==> src/rtl/seven_seg_mux_pkg.sv <==
// Shared constants for the multiplexed seven-segment driver: segment bit
// positions, hex glyphs in {g..a} order and the slot-state encoding.
package seven_seg_mux_pkg;

   localparam int SEG_A  = 0;
   localparam int SEG_B  = 1;
   localparam int SEG_C  = 2;
   localparam int SEG_D  = 3;
   localparam int SEG_E  = 4;
   localparam int SEG_F  = 5;
   localparam int SEG_G  = 6;
   localparam int SEG_DP = 7;

   // Entry n is the active-high {g,f,e,d,c,b,a} pattern for hex digit n.
   localparam logic [15:0][6:0] HEX_GLYPHS = {
      7'h71, 7'h79, 7'h5E, 7'h39, 7'h7C, 7'h77, 7'h6F, 7'h7F,
      7'h07, 7'h7D, 7'h6D, 7'h66, 7'h4F, 7'h5B, 7'h06, 7'h3F
   };

   typedef enum logic {
      ST_BLANK = 1'b0,
      ST_DRIVE = 1'b1
   } slot_state_e;

endpackage

==> src/rtl/seven_seg_mux_hex_to_7seg.sv <==
// Hex nibble to active-high {g..a} segment pattern; polarity and blanking
// are applied by the caller.
module hex_to_7seg
   import seven_seg_mux_pkg::*;
(
   input  logic [3:0] nib_i,
   output logic [6:0] seg_o
);

   assign seg_o = HEX_GLYPHS[nib_i];

endmodule

==> src/rtl/seven_seg_mux.sv <==
// Time-multiplexed N-digit seven-segment driver with per-slot ghost blanking,
// leading-zero suppression and frame-aligned double buffering.
module seven_seg_mux
   import seven_seg_mux_pkg::*;
#(
   parameter int NUM_DIGITS     = 4,
   parameter int SCAN_DIV       = 16000,
   parameter int BLANK_CYCLES   = 16,
   parameter int SEG_ACTIVE_LOW = 0,
   parameter int DIG_ACTIVE_LOW = 1,
   parameter int LZ_SUPPRESS    = 1
) (
   input  logic                      CLK,
   input  logic                      RST_N,
   input  logic [4*NUM_DIGITS-1:0]   i_val,
   input  logic [NUM_DIGITS-1:0]     i_dp,
   input  logic                      i_wr,
   input  logic                      i_blank,
   output logic [7:0]                o_seg,
   output logic [NUM_DIGITS-1:0]     o_dig,
   output logic                      o_frame,
   output logic                      o_pending
);

   localparam int SCW  = $clog2(SCAN_DIV);
   localparam int IDXW = (NUM_DIGITS > 1) ? $clog2(NUM_DIGITS) : 1;

   localparam logic [SCW-1:0]        SC_LAST      = SCW'(SCAN_DIV - 1);
   localparam logic [SCW-1:0]        SC_BLANK_END = SCW'(BLANK_CYCLES);
   localparam logic [IDXW-1:0]       IDX_LAST     = IDXW'(NUM_DIGITS - 1);
   localparam logic [7:0]            SEG_OFF      = (SEG_ACTIVE_LOW != 0) ? 8'hFF : 8'h00;
   localparam logic [NUM_DIGITS-1:0] DIG_OFF      = (DIG_ACTIVE_LOW != 0) ?
                                                    {NUM_DIGITS{1'b1}} : {NUM_DIGITS{1'b0}};
   localparam slot_state_e           ST_RESET     = (BLANK_CYCLES > 0) ? ST_BLANK : ST_DRIVE;

   logic [SCW-1:0]          sc_q, sc_d;
   logic [IDXW-1:0]         idx_q, idx_d;
   slot_state_e             st_q, st_d;
   logic [4*NUM_DIGITS-1:0] act_val_q, act_val_d, pend_val_q, pend_val_d;
   logic [NUM_DIGITS-1:0]   act_dp_q, act_dp_d, pend_dp_q, pend_dp_d;
   logic                    pend_q, pend_d;
   logic [7:0]              seg_q, seg_d;
   logic [NUM_DIGITS-1:0]   dig_q, dig_d;
   logic                    frame_q, frame_d;

   logic                    frame_start_s;
   logic [3:0]              disp_nib_s;
   logic                    disp_dp_s;
   logic                    lz_s;
   logic [NUM_DIGITS-1:0]   dig_onehot_s;
   logic [NUM_DIGITS-1:0]   dig_act_s;
   logic [6:0]              glyph_s;
   logic [7:0]              seg_raw_s;

   // Slot counter / digit index advance; the slot state tracks the next sc value.
   always_comb begin
      frame_start_s = (sc_q == '0) && (idx_q == '0);
      if (sc_q == SC_LAST) begin
         sc_d = '0;
         if (idx_q == IDX_LAST) begin
            idx_d = '0;
         end else begin
            idx_d = idx_q + IDXW'(1);
         end
      end else begin
         sc_d  = sc_q + SCW'(1);
         idx_d = idx_q;
      end
      st_d = (sc_d < SC_BLANK_END) ? ST_BLANK : ST_DRIVE;
   end

   // Frame-start swap reads the old pending contents before a same-cycle write lands.
   always_comb begin
      pend_val_d = pend_val_q;
      pend_dp_d  = pend_dp_q;
      pend_d     = pend_q;
      if (frame_start_s && pend_q) begin
         act_val_d = pend_val_q;
         act_dp_d  = pend_dp_q;
         pend_d    = 1'b0;
      end else begin
         act_val_d = act_val_q;
         act_dp_d  = act_dp_q;
      end
      if (i_wr) begin
         pend_val_d = i_val;
         pend_dp_d  = i_dp;
         pend_d     = 1'b1;
      end else begin
         pend_d     = pend_d;
      end
   end

   // Digit select plus "this digit and everything above it is zero" scan.
   always_comb begin
      logic zero_above;
      zero_above   = 1'b1;
      disp_nib_s   = 4'h0;
      disp_dp_s    = 1'b0;
      lz_s         = 1'b0;
      dig_onehot_s = '0;
      for (int d = NUM_DIGITS - 1; d >= 0; d--) begin
         zero_above = zero_above && (act_val_d[4*d +: 4] == 4'h0);
         if (idx_q == IDXW'(d)) begin
            disp_nib_s      = act_val_d[4*d +: 4];
            disp_dp_s       = act_dp_d[d];
            lz_s            = zero_above && (d != 0);
            dig_onehot_s[d] = 1'b1;
         end else begin
            dig_onehot_s[d] = 1'b0;
         end
      end
   end

   hex_to_7seg u_dec (
      .nib_i (disp_nib_s),
      .seg_o (glyph_s)
   );

   // Output next-state: blanking, leading-zero mask, then pin polarity.
   always_comb begin
      seg_raw_s = 8'h00;
      if (st_q == ST_DRIVE) begin
         seg_raw_s[SEG_DP] = disp_dp_s;
         if ((LZ_SUPPRESS != 0) && lz_s) begin
            seg_raw_s[SEG_G:SEG_A] = 7'h00;
         end else begin
            seg_raw_s[SEG_G:SEG_A] = glyph_s;
         end
         dig_act_s = dig_onehot_s;
      end else begin
         dig_act_s = '0;
      end
      if (i_blank) begin
         dig_act_s = '0;
      end else begin
         dig_act_s = dig_act_s;
      end
      seg_d   = seg_raw_s ^ SEG_OFF;
      dig_d   = dig_act_s ^ DIG_OFF;
      frame_d = frame_start_s;
   end

   // State and output registers with synchronous active-low reset.
   always_ff @(posedge CLK) begin
      if (!RST_N) begin
         sc_q       <= '0;
         idx_q      <= '0;
         st_q       <= ST_RESET;
         act_val_q  <= '0;
         act_dp_q   <= '0;
         pend_val_q <= '0;
         pend_dp_q  <= '0;
         pend_q     <= 1'b0;
         seg_q      <= SEG_OFF;
         dig_q      <= DIG_OFF;
         frame_q    <= 1'b0;
      end else begin
         sc_q       <= sc_d;
         idx_q      <= idx_d;
         st_q       <= st_d;
         act_val_q  <= act_val_d;
         act_dp_q   <= act_dp_d;
         pend_val_q <= pend_val_d;
         pend_dp_q  <= pend_dp_d;
         pend_q     <= pend_d;
         seg_q      <= seg_d;
         dig_q      <= dig_d;
         frame_q    <= frame_d;
      end
   end

   assign o_seg     = seg_q;
   assign o_dig     = dig_q;
   assign o_frame   = frame_q;
   assign o_pending = pend_q;

endmodule

==> config.mk <==
export PLATFORM = sky130hd
export DESIGN_NAME = seven_seg_mux
export DESIGN_NICKNAME = d
export VERILOG_FILES = /design/src/rtl/seven_seg_mux_pkg.sv /design/src/rtl/seven_seg_mux_hex_to_7seg.sv /design/src/rtl/seven_seg_mux.sv
export SDC_FILE = /design/constraint.sdc
export NUM_CORES = 1
export LEC_CHECK = 0
export CAP_MARGIN = 40
export CORE_MARGIN = 2
export CORE_UTILIZATION = 56
export CTS_CLUSTER_DIAMETER = 60
export DETAILED_ROUTE_END_ITERATION = 8
export PLACE_DENSITY = 0.81
export SETUP_SLACK_MARGIN = 0.02
export SYNTH_ARGS = -nofsm -noshare
export SYNTH_HDL_FRONTEND = slang
export SYNTH_HIERARCHICAL = 1
export SYNTH_SLANG_ARGS = --single-unit
==> constraint.sdc <==
create_clock -name CLK -period 4.3 [get_ports CLK]
set_input_delay 1.29 -clock CLK [delete_from_list [all_inputs] [get_ports CLK]]
set_output_delay 1.29 -clock CLK [all_outputs]
set_load 0.03 [all_outputs]
==> results of run 1 <==
cells in the mapped netlist (all sizes together), types with 5 or more instances:
library cell	count	area share
ha	13	0.049
xor2	6	0.016
and3	10	0.019
inv	16	0.018
dfxtp	71	0.43
buf	14	0.027
nand3	10	0.017
nand2	18	0.020
a21oi	8	0.012
or4	5	0.011
clkbuf	10	0.011
nor3	6	0.0090
mux2i	45	0.14
nor2	63	0.072
o21ai	5	0.0075
power groups by stage:
stage,registers [mW],logic [mW],clock network [mW]
6_report,0.692,0.130,0.452
5_1_grt,0.694,0.144,0.487
2_1_floorplan,0.704,0.0896,0
3_5_place_dp,0.707,0.130,0
3_3_place_gp,0.706,0.126,0
4_1_cts,0.692,0.131,0.459
sequential cells by signal, summed over array words and instances, names as in the netlist, 2 cells and up:
| name | cells |
|---|---|
| o_dig | 4 |
| act_dp_q | 4 |
| pend_val_q | 16 |
| act_val_q | 16 |
| idx_q | 2 |
| sc_q | 14 |
| o_seg | 8 |
| pend_dp_q | 4 |
area by class of cell:
class                   instances  area, um2
multi-input cells             244       1720
repair buffers                 41        408
flip-flops and latches         71       1420
fillers                       472       1950
well taps                      75       93.8
clock inverters                 4       22.5
clock buffers                  11        141
inverters                      16       60.1
per-layer routing:
metal  part of all wire  routed length (um)  up-vias
met2               0.47                3010       70
met1               0.45                2890     1196
met5                  0                   0        -
li1                   -                   -     1284
met3              0.061                 393       15
met4              0.018                 116        0
through the flow:
step	setup slack [ns]	util	power (mW)	std cells	hold WS, ns
3_5_place_dp	0.458	0.636	0.837	447	0.451
2_1_floorplan	1.19	-	0.794	355	0.426
5_1_grt	0.0452	0.665	1.32	462	0.482
4_1_cts	0.439	0.665	1.28	462	0.468
3_3_place_gp	0.594	0.634	0.832	446	0.439
6_report	0.450	0.665	1.27	462	0.465
path summary, 6_finish.rpt:
path / startpoint / to / slack, ns / depth (start not counted)
worst min register to register: sc_q[0] / sc_q[0] / 0.46 / 1
worst min-delay path: sc_q[0] / sc_q[0] / 0.46 / 1
worst max register to register: idx_q[0] / o_seg[3] / 0.45 / 13
worst max-delay path: idx_q[0] / o_seg[3] / 0.45 / 13
cells by family after synthesis:
kind of cell	share of synthesized area
buffers and inverters	0.0561
adder cells (fa/ha/maj)	0.0489
flip-flops	0.427
XOR/XNOR	0.0263
multiplexers	0.153
AO/OA/AOI/OAI	0.0816
AND/OR/NAND/NOR	0.206
==> summary.txt, run 1 <==
Crit-path leading delay family = compound AO/OA/AOI/OAI gates
Final setup fails = 0
Via-to-Cell Ratio = 5.55
Final min period = 3.85 ns
CP Cell Sequence = inv_1 > ha_1 > nor4b_4 > nand3_1 > nor2_2 > buf_4 > mux2i_1 > o221a_1 > a221oi_1 > inv_1 > ha_1 > mux4_1 > and3_1
Clock power share = 0.355
Slew Viols, Final = 0
Depth of the CTS H-tree = 3
Largest net degree at the start of global routing = 49
DIE WIDTH = 81.1 um
Ratio of cells with drive above 1 in the final layout = 0.0749
CTS tree = done
Clk pin slew, worst setup/hold paths = 0.07 ns
Starting Density = 0.572
Hold Buf Count CTS = 0
Fmax = 260 MHz
Slew @ Worst Pin = 0.789 ns
NetSw = 0.311 mW
Final Wtd Congestion = 0.864
Max Cap Viol = 0
CTS max path bufs = 2
Netlist Area Pre-Place = 0.00333 mm2
Outcome = completed
Worst Path Arrival = 4.09 ns
DR WL/cell = 13.9 um
RSZ-0062 raised after global routing = no
# DRC = 0
Peak VDD IR = 0.303 mV
Dpl cell area = 0.00370 mm2
Post-CTS sizing = 0
CTS buffer count = 9
Hold/Removal Path Class = reg -> reg
Synth unique cells = 51
Drt pass-1 iters = 4
Vias in the first global route = 2342
Routed Antenna Nets = 0
Element type at the critical path start = flop
P per Cell Area = 330 mW/mm2
Cell count after synthesis = 355
CORE AREA = 0.00582 mm2
Most common cell after layout, fill and taps aside = dfxtp_1
Avg Inst Size Synth = 9.37 um2
Slowest cell delay on critical path = 0.52 ns
First-pass GRT wire length = 10600 um
Post-CTS Setup Inserts = 0
Max_slew headroom = 0.474
DP HPWL = 4610 um
GR met2 Demand/Resource = 0.335
Die area = 0.00657 mm2
Busiest grt layer = met2
Die H = 81.1 um
Yosys Warn Count = 6
Vias = 2565
Layout Skew = 0.00612 ns
Flop pwr share = 0.543
Met3 Usage GRT = 0.0778
FF+latch count, synth = 71
Layout Nets = 420
Antenna fix cells = 0
Post-synthesis sequential area ratio = 0.427
FP Rows = 28
Most frequent cells in the layout = dfxtp_1 (71), nor2_1 (62), mux2i_1 (45)
Fin. Hold Viols = 0
IO Count = 38
Crit path max fanout = 20
Area Overhead vs Synth = 16.2%
Slowest cell on crit path = a221oi_1
EDFF count, synth = 0
CP Class = reg -> reg
Worst skew pair latency = 0.34 ns
Logic pwr share = 0.102
Root Driver = clkbuf_8
Design area = 0.00386 mm2
Initial DRC count = 95
Detailed-route wire length = 6410 um
# clock sinks = 71
Main synth FF type = dfxtp_1
Worst setup EP type = flop
Critical Path RT = 4.54 ns
Tcrit/Tclk final = 0.895
Internal power = 0.964 mW
CP bufs+invs = 3
Initial antenna violation count = 0
Tot GR Track Use = 0.212
Fraction of registers with async set/reset = 0
Final setup TNS = 0 ns
Leakage power = 1.53 nW
Sw Share = 0.244
Syn nets = 392
Total gr overflow = 0
Port Buf Inserts = 37
Grt met1 use = 0.260
Note: power is estimated with default switching activity, not from simulation.
==> run 2, diff against run 1 <==
- CORE_MARGIN: 2 -> unset
==> run 2 against run 1 <==
Compared with the run above: clock skew up 0.0034 ns; fmax decreased by 0.56%; flip-flop and latch count stayed put; via count rose by 0.82%; clock-buffer cell count down 1; clock power grew 34%; cell count fell by 0.22%; critical path depth stayed put; routed wire length is 11% higher; global-route usage grew 3.4 points; critical path type unchanged; largest cell class unchanged; highest routed layer unchanged.
==> summary.txt, run 2 (synthesized netlist as in run 1, its figures left out) <==
# clock sinks = 71 (unchanged)
DIE WIDTH = 79.1 um (was 81.1 um)
Root Driver = clkbuf_8 (unchanged)
Reg-to-reg startpoint = idx_q[0] (unchanged)
Worst setup EP type = flop (unchanged)
Worst R2R Path Depth = 13 (unchanged)
Detailed-route wire length = 7110 um (was 6410 um)
Via-to-Cell Ratio = 5.61 (was 5.55)
Top flop regs = act_val_q: 16 flops, pend_val_q: 16 flops, sc_q: 14 flops (unchanged)
Tot GR Track Use = 0.245 (was 0.212)
Slew Viols, Final = 0 (unchanged)
Hold endpoint = sc_q[0] (unchanged)
Slowest cell delay on critical path = 0.53 ns (was 0.52 ns)
Layout Skew = 0.00949 ns (was 0.00612 ns)
Final setup fails = 0 (unchanged)
FF-to-FF setup slack = 0.43 ns (was 0.45 ns)
Post-CTS Setup Inserts = 0 (unchanged)
CTS max path bufs = 2 (unchanged)
Min Hold Slack = 0.475 ns (was 0.465 ns)
DP HPWL = 4860 um (was 4610 um)
Hold-critical path depth = 1 (unchanged)
Crit-path leading delay family = compound AO/OA/AOI/OAI gates (unchanged)
Final min period = 3.87 ns (was 3.85 ns)
Peak VDD IR = 0.217 mV (was 0.303 mV)
Die area = 0.00625 mm2 (was 0.00657 mm2)
Worst Path Arrival = 4.10 ns (was 4.09 ns)
Pwr Total = 1.43 mW (was 1.27 mW)
Leakage power = 1.56 nW (was 1.53 nW)
Drt pass-1 iters = 4 (unchanged)
Outcome = completed (unchanged)
Antenna fix cells = 0 (unchanged)
IO Count = 38 (unchanged)
Hold Startpoint = sc_q[0] (unchanged)
DR WL/cell = 15.4 um (was 13.9 um)
CORE AREA = 0.00561 mm2 (was 0.00582 mm2)
FF+latch area = 0.00142 mm2 (unchanged)
Worst skew pair latency = 0.34 ns (about the same)
RSZ-0062 raised after global routing = no (unchanged)
First-pass GRT wire length = 11800 um (was 10600 um)
Initial antenna violation count = 0 (unchanged)
Number of fill cells = 443 (was 472)
CP bufs+invs = 3 (unchanged)
Slew @ Worst Pin = 0.777 ns (was 0.789 ns)
Fin. Hold Viols = 0 (unchanged)
Max Cap Viol = 0 (unchanged)
Element type at the critical path start = flop (unchanged)
Port Buf Inserts = 37 (unchanged)
Starting Density = 0.593 (was 0.572)
Total gr overflow = 0 (unchanged)
Area Overhead vs Synth = 18.7% (was 16.2%)
Most common cell after layout, fill and taps aside = dfxtp_1 (unchanged)
RR Endpoint = o_seg[3] (unchanged)
Crit path max fanout = 20 (unchanged)
Hold/Removal Path Class = reg -> reg (unchanged)
FP Rows = 27 (was 28)
Final setup TNS = 0 ns (unchanged)
Multi-input logic area = 0.00172 mm2 (unchanged)
CTS buffer count = 9 (unchanged)
Depth of the CTS H-tree = 3 (unchanged)
Initial DRC count = 152 (was 95)
Vias = 2586 (was 2565)
# DRC = 0 (unchanged)
CP Cell Sequence = inv_1 > ha_1 > nor4b_4 > nand3_1 > nor2_2 > buf_12 > mux2i_1 > o221a_1 > a221oi_1 > inv_1 > ha_1 > mux4_1 > and3_1 (was inv_1 > ha_1 > nor4b_4 > nand3_1 > nor2_2 > buf_4 > mux2i_1 > o221a_1 > a221oi_1 > inv_1 > ha_1 > mux4_1 > and3_1)
Final Wtd Congestion = 0.886 (was 0.864)
Most frequent cells in the layout = dfxtp_1 (71), nor2_1 (62), mux2i_1 (45) (unchanged)
Critical Path RT = 4.53 ns (was 4.54 ns)
Vias in the first global route = 2522 (was 2342)
Hold Buf Count CTS = 0 (unchanged)
Final core occ = 0.704 (was 0.665)
P per Cell Area = 363 mW/mm2 (was 330 mW/mm2)
Routed Antenna Nets = 0 (unchanged)
Post-CTS sizing = 0 (unchanged)
Slowest cell on crit path = a221oi_1 (unchanged)
CP Class = reg -> reg (unchanged)
Die H = 79.1 um (was 81.1 um)
Largest net degree at the start of global routing = 49 (unchanged)
Clk pin slew, worst setup/hold paths = 0.08 ns (was 0.07 ns)
Layout Nets = 421 (was 420)
CTS tree = done (unchanged)
Max_slew headroom = 0.481 (was 0.474)
Ratio of cells with drive above 1 in the final layout = 0.0823 (was 0.0749)
Tcrit/Tclk final = 0.900 (was 0.895)
Fmax = 258 MHz (was 260 MHz)
[run 2: report_power, final]
group / internal [mW] / switching [mW]
combinational: 0.0698 / 0.0665
clock: 0.345 / 0.259
sequential: 0.677 / 0.0150
[run 2: layout make-up]
type	instances	area share
Clock inverter	6	0.0238
Tap cell	72	0.0228
Sequential cell	71	0.360
Multi-Input combinational cell	244	0.435
Inverter	16	0.0152
Clock buffer	10	0.0349
Timing Repair Buffer	42	0.108
[run 2: stage by stage]
stage	std cells	setup slack (ns)	cell area, um2
3_3_place_gp	444	0.703	3700
3_5_place_dp	445	0.502	3720
5_1_grt	461	0.148	3950
2_1_floorplan	355	1.19	3330
6_report	461	0.429	3950
4_1_cts	461	0.428	3950
[run 2: worst max path at each step]
stage | startpoint | cells after the start | to | slack [ns]
2_1_floorplan | idx_q[0] | 13 | o_seg[3] | 1.19
3_3_place_gp | idx_q[0] | 13 | o_seg[3] | 0.70
3_5_place_dp | idx_q[0] | 13 | o_seg[3] | 0.50
4_1_cts | idx_q[0] | 13 | o_seg[3] | 0.43
5_1_grt | idx_q[0] | 13 | o_seg[3] | 0.15
6_report | idx_q[0] | 13 | o_seg[3] | 0.43
[run 2: per-layer routing]
layer  track usage  part of all wire
met4         0.102             0.014
met5             0                 0
met1         0.296              0.45
met3        0.0448             0.036
met2         0.427              0.50
